--- config.mk ---
export PLATFORM = sky130hd
export DESIGN_NAME = sat_counter
export DESIGN_NICKNAME = d
export VERILOG_FILES = /design/src/rtl/sfq_dff_checker_pkg.sv /design/src/rtl/sfq_dff_checker_sat_counter.sv
export SDC_FILE = /design/constraint.sdc
export NUM_CORES = 1
export LEC_CHECK = 0
export BUFFER_PORTS_ARGS = -buffer_cell sky130_fd_sc_hd__buf_4
export CAP_MARGIN = 20
export CORE_AREA = 3 3 40 42
export DETAILED_ROUTE_END_ITERATION = 10
export DIE_AREA = 0 0 43 45
export MAX_ROUTING_LAYER = met4
export PLACE_DENSITY = 0.58
export SLEW_MARGIN = 0
export SYNTH_ARGS = -nofsm -noshare
export SYNTH_HDL_FRONTEND = slang
export SYNTH_SLANG_ARGS = --single-unit
--- constraint.sdc ---
create_clock -name clk -period 2.2 [get_ports clk]
set_input_delay 0.11 -clock clk [delete_from_list [all_inputs] [get_ports clk]]
set_output_delay 0.11 -clock clk [all_outputs]
set_load 0.03 [all_outputs]
--- src/rtl/sfq_dff_checker_pkg.sv ---
// Shared types for the SFQ DFF golden-model checker.
package dff_chk_pkg;

    typedef enum logic [1:0] {
        S0  = 2'd0,
        S1  = 2'd1,
        ERR = 2'd2
    } state_t;

    typedef enum logic [1:0] {
        NONE       = 2'd0,
        DOUBLE_SET = 2'd1,
        SIMUL      = 2'd2
    } err_code_t;

    localparam int unsigned OUT_WIN_DEF = 4;

endpackage

--- src/rtl/sfq_dff_checker_sat_counter.sv ---
// Saturating event counter with synchronous active-high reset.
module sat_counter
    import dff_chk_pkg::*;
#(
    parameter int unsigned CW = 8
) (
    input  logic          clk,
    input  logic          rst,
    input  logic          inc,
    output logic [CW-1:0] count
);

    logic [CW-1:0] r_count;

    always_ff @(posedge clk) begin
        if (rst) begin
            r_count <= '0;
        end else if (inc && (r_count != '1)) begin
            r_count <= r_count + CW'(1);
        end
    end

    assign count = r_count;

endmodule

; ---- Word level (Yosys, flattened, before mapping)
; Cells that the tools add are included.
[op_classes]
n_addsub = 1
eq_ne = 1
reduce_logical = 1
[op_table]
columns = operator, n
row1 = $add 8x1->8 const B, 1
row2 = $ne 8x8->1 const B, 1
row3 = $logic_and 1x1->1, 1
[word_totals]
reg_bits = 8
in_bits = 3
output_inout_bits = 8
word_cells = 4

; ---- Logic depth before layout (Yosys ltp)
[logic_depth]
depth_word = 2
depth_mapped = 4
ltp_nobuf = 4

; ---- Least setup slack after synthesis
; OpenSTA, ideal clock, no wires.
[synth_timing]
kind = flip-flop to flip-flop
startpoint = reg r_count[0] (netlist: count[0])
endpoint = reg r_count[0] (netlist: count[0])
setup_ps = 121
t_arrival_ps = 1380
t_required_ps = 2079
slack_ps = 699
path_stages_with_launch = 5
n_path_buf = 0
synth_period_minus_slack_ps = 1501
path_cell_list = dfxtp_1 -> ha_1 -> and3_4 -> a21boi_4 -> mux2_4
[synth_via]
elab_chain_len = 2
word_cells_on_any_way = 3
classes_between = add/sub: 1 / eq/ne: 1 / reduce/logical: 1
[synth_rtl]
columns = element, line_no
row1 = from (decl), sfq_dff_checker_sat_counter.sv:13  ; logic [CW-1:0] r_count;
row2 = from (signal assigned), sfq_dff_checker_sat_counter.sv:19  ; r_count <= r_count + CW'(1);
row3 = "parallel branches: the longest is 2 deep, another holds $add 8x1->8", -
; Several ways; the timed one is not identified.
; A chain may end at the register's enable or synchronous reset.

; ---- Worst setup path in the final report
; Ends and elaborated chain as after synthesis.

==> impl_summary.txt <==
----------------------------------------------------
[Floorplan]
  Effective utilization at floorplan ... 0.3350
  DIE AREA ... 0.001935 mm2
  Num rows ... 13
  Horizontal die dimension ... between 40 and 50 um
  Vertical die dimension ... 45 um
  Area inside the core boundary ... 0.001285 mm2
  Number of primary I/O pins ... 11

[Timing]
  Final sum of negative setup slack ... 0 ps
  Relative slew margins ... 0.8163
  Unrepaired setup endpoints after global routing ... false
  Total of endpoints with negative setup slack in the final report ... 0
  Transition time at the pin with the least slew margin ... ~280 ps
  Final Hold Violating Endpoints ... 0
  Post-Route Skew ... 0.7500 ps
  Crit share post-route ... 0.6473
  Highest attainable clock frequency ... between 700 and 800 MHz
  Number of max-slew violations in the final report ... 0
  Fin crit period ... 1424 ps

[Worst hold path]
  Hold Path Stages ... 2
  Worst hold path class ... in2reg

[Placement]
  Post-detail-place hpwl ... 679 um
  Port Buf Inserts ... 10
  Final estimated routing congestion in global placement ... approximately 0.75
  Total instance count after detailed placement ... 70

[Global route]
  Total overflow reported by the global router ... 0
  Vias in the first global route ... around 390
  Pin count of the biggest net entering global routing ... 9
  GR Util All Layers ... 0.1186
  Initial antenna violation count ... 0
  First-pass GRT wire length ... approximately 1.6 mm

[Synth]
  Leading area contributor after synthesis ... sky130_fd_sc_hd__dfxtp_1
  Synthesized area ... 430.4 um2
  Portion of the post-synthesis area used by sequential elements ... 0.3721
  Register bit total from synthesis ... 8
  Number of warnings issued by yosys ... 0
  Most used flip-flop cell after synthesis ... sky130_fd_sc_hd__dfxtp_1
  Cell count after synthesis ... 46
  Synthesized area divided by synthesized cell count ... roughly 9.4 um2
  Yosys top cell area share ... 0.3721
  Synthesized net count ... 50
  Synth area leaders ... sky130_fd_sc_hd__dfxtp_1, sky130_fd_sc_hd__a21oi_1, sky130_fd_sc_hd__a21boi_4
  Async set-or-reset flop fraction in the synthesized netlist ... 0
  Post-synth EDFFs ... 0
  Synth unique cells ... 25

[Clocking]
  Total number of H-tree levels ... 1
  Clock latency of the later-clocked register in the worst-skew pair ... 250 ps
  Post-CTS setup repair buffer count ... 0
  Total of cells resized after clock tree synthesis ... 0
  Sinks on the clock net ... 8
  Hold_buf cts ... 0
  Clock root buffer ... sky130_fd_sc_hd__clkbuf_4
  Max Buffers Root-to-Sink ... 2
  Clock tree from TritonCTS ... done
  Clock-pin transition on the worst setup and hold timing paths ... 50 ps
  Inserted Clock Buffers ... 3

[Final layout]
  Share of cells above drive strength 1 ... 0.3103
  Area used by multi-input combinational logic ... between 200 and 300 um2
  Number of nets at the end of the flow ... 64
  Area growth syn-to-layout ... 24.42%
  Number of fill cells ... 132
  Flip-flop count of the largest register after layout ... 8
  Number of diodes added for antenna fixing ... 0
  Commonest non-fill, non-tap cells in the layout ... sky130_fd_sc_hd__buf_4, sky130_fd_sc_hd__dfxtp_1, sky130_fd_sc_hd__a21oi_1, sky130_fd_sc_hd__nand2_1, sky130_fd_sc_hd__clkbuf_4
  Post-layout instance count excluding filler cells ... 73
  FF/Latch Area ... 160.2 um2
  Most common library cell in the layout ignoring fill and taps ... sky130_fd_sc_hd__buf_4

[Critical path]
  Worst Setup Start Kind ... flip-flop
  Reg-to-reg slack, setup ... between 700 and 800 ps
  Critical Path RT ... around 2300 ps
  CP Class ... reg2reg
  Critical path capture point type ... flip-flop
  Worst Path Arrival ... 1570 ps
  FF-to-FF path depth ... 4
  Crit Path Max Fanout ... 6

[Routing]
  Total Routed Length ... 913 um
  Initial DRC Count ... 5
  Total number of vias ... 397
  Number of iterations in the first detailed-routing pass ... 3
  DRC violation count after routing ... 0
  Via/cell ratio ... 5.438
  Routed Antenna Nets ... 0
  DR WL/cell ... 12.51 um

[Power and ir drop]
  Power Internal ... approximately 0.00023 W
  Total design power ... 0.0002982 W
  Switching power total ... 0.00007194 W
  Worst vdd ir ... approximately 250 uV
  Leakage power ... 0.2179 nW
  Comb power frac ... 0.111
  Sequential share of power ... 0.516
  Sw Ratio ... 0.2412
  PD cells ... 556.9 mW/mm2
  Fraction of power consumed by the clock network ... 0.373

[Outcome]
  Outcome ... finished clean

[Flow run]
  Total of max-cap violations ... 0

----------------------------------------------------
==> cell type report <==
class / instances / area share
repair buffers: 10 / 0.1402
clock buffers: 3 / 0.04206
well taps: 15 / 0.03505
multi-input cells: 36 / 0.4766
inverters: 1 / 0.007009
flip-flops and latches: 8 / 0.2991
==> routing by layer <==
metal  GRT usage  vias up  routed length, um  part of all wire
li1            -      203                  -                 -
met1      0.1598      180                467              0.51
met2      0.1497       12                372              0.41
met3     0.03984        2                 62             0.068
met4     0.07229        0                  9            0.0099
met5           -        -                  0                 0
==> cell families after synthesis <==
family | Yosys count | share of synthesized area
AND/OR/NAND/NOR | 18 | 0.2471
AO/OA/AOI/OAI | 15 | 0.2587
flip-flops | 8 | 0.3721
buffers and inverters | 2 | 0.03487
multiplexers | 2 | 0.05813
adder cells (fa/ha/maj) | 1 | 0.02907
==> synthesized netlist by cell type (2+ instances only) <==
master,instances
sky130_fd_sc_hd__nand3_1,2
sky130_fd_sc_hd__and4_1,2
sky130_fd_sc_hd__a211oi_1,2
sky130_fd_sc_hd__nand2_1,5
sky130_fd_sc_hd__nor3_1,2
sky130_fd_sc_hd__dfxtp_1,8
sky130_fd_sc_hd__a21oi_1,5
sky130_fd_sc_hd__o21bai_1,2
sky130_fd_sc_hd__nand4_1,2
==> stage by stage <==
step | util | setup WS [ps] | cell area [um2] | hold slack [ps]
floorplan | - | 698.7 | 430.4 | 182.1
global placement | 0.3992 | 806.1 | 513.0 | 349.5
detailed placement | 0.3992 | 782.2 | 513.0 | 353.6
CTS | 0.4167 | 771.5 | 535.5 | 82.79
global route | 0.4167 | 719.8 | 535.5 | 88.85
finish | 0.4167 | 776.0 | 535.5 | 85.29
==> power by group through the flow <==
stage,clock (W),sequential (W),combinational [W]
floorplan,0,0.000163,0.0000127
global placement,0,0.000157,0.0000337
detailed placement,0,0.000157,0.0000335
CTS,0.000119,0.000154,0.0000336
global route,0.000126,0.000154,0.0000366
finish,0.000111,0.000154,0.0000331
==> worst max-delay path, cell delays in order (launching register included) <==
cell	delay [ps]
sky130_fd_sc_hd__dfxtp_1	350
sky130_fd_sc_hd__ha_1	270
sky130_fd_sc_hd__and3_4	220
sky130_fd_sc_hd__a21boi_4	180
sky130_fd_sc_hd__mux2_4	310
==> worst paths after layout <==
path / end / from
worst min-delay path: count[7] / rst
worst min register to register: count[1] / count[1]
worst max-delay path: count[0] / count[0]
worst max register to register: count[0] / count[0]
No activity file was read; power rests on OpenSTA's default activity.
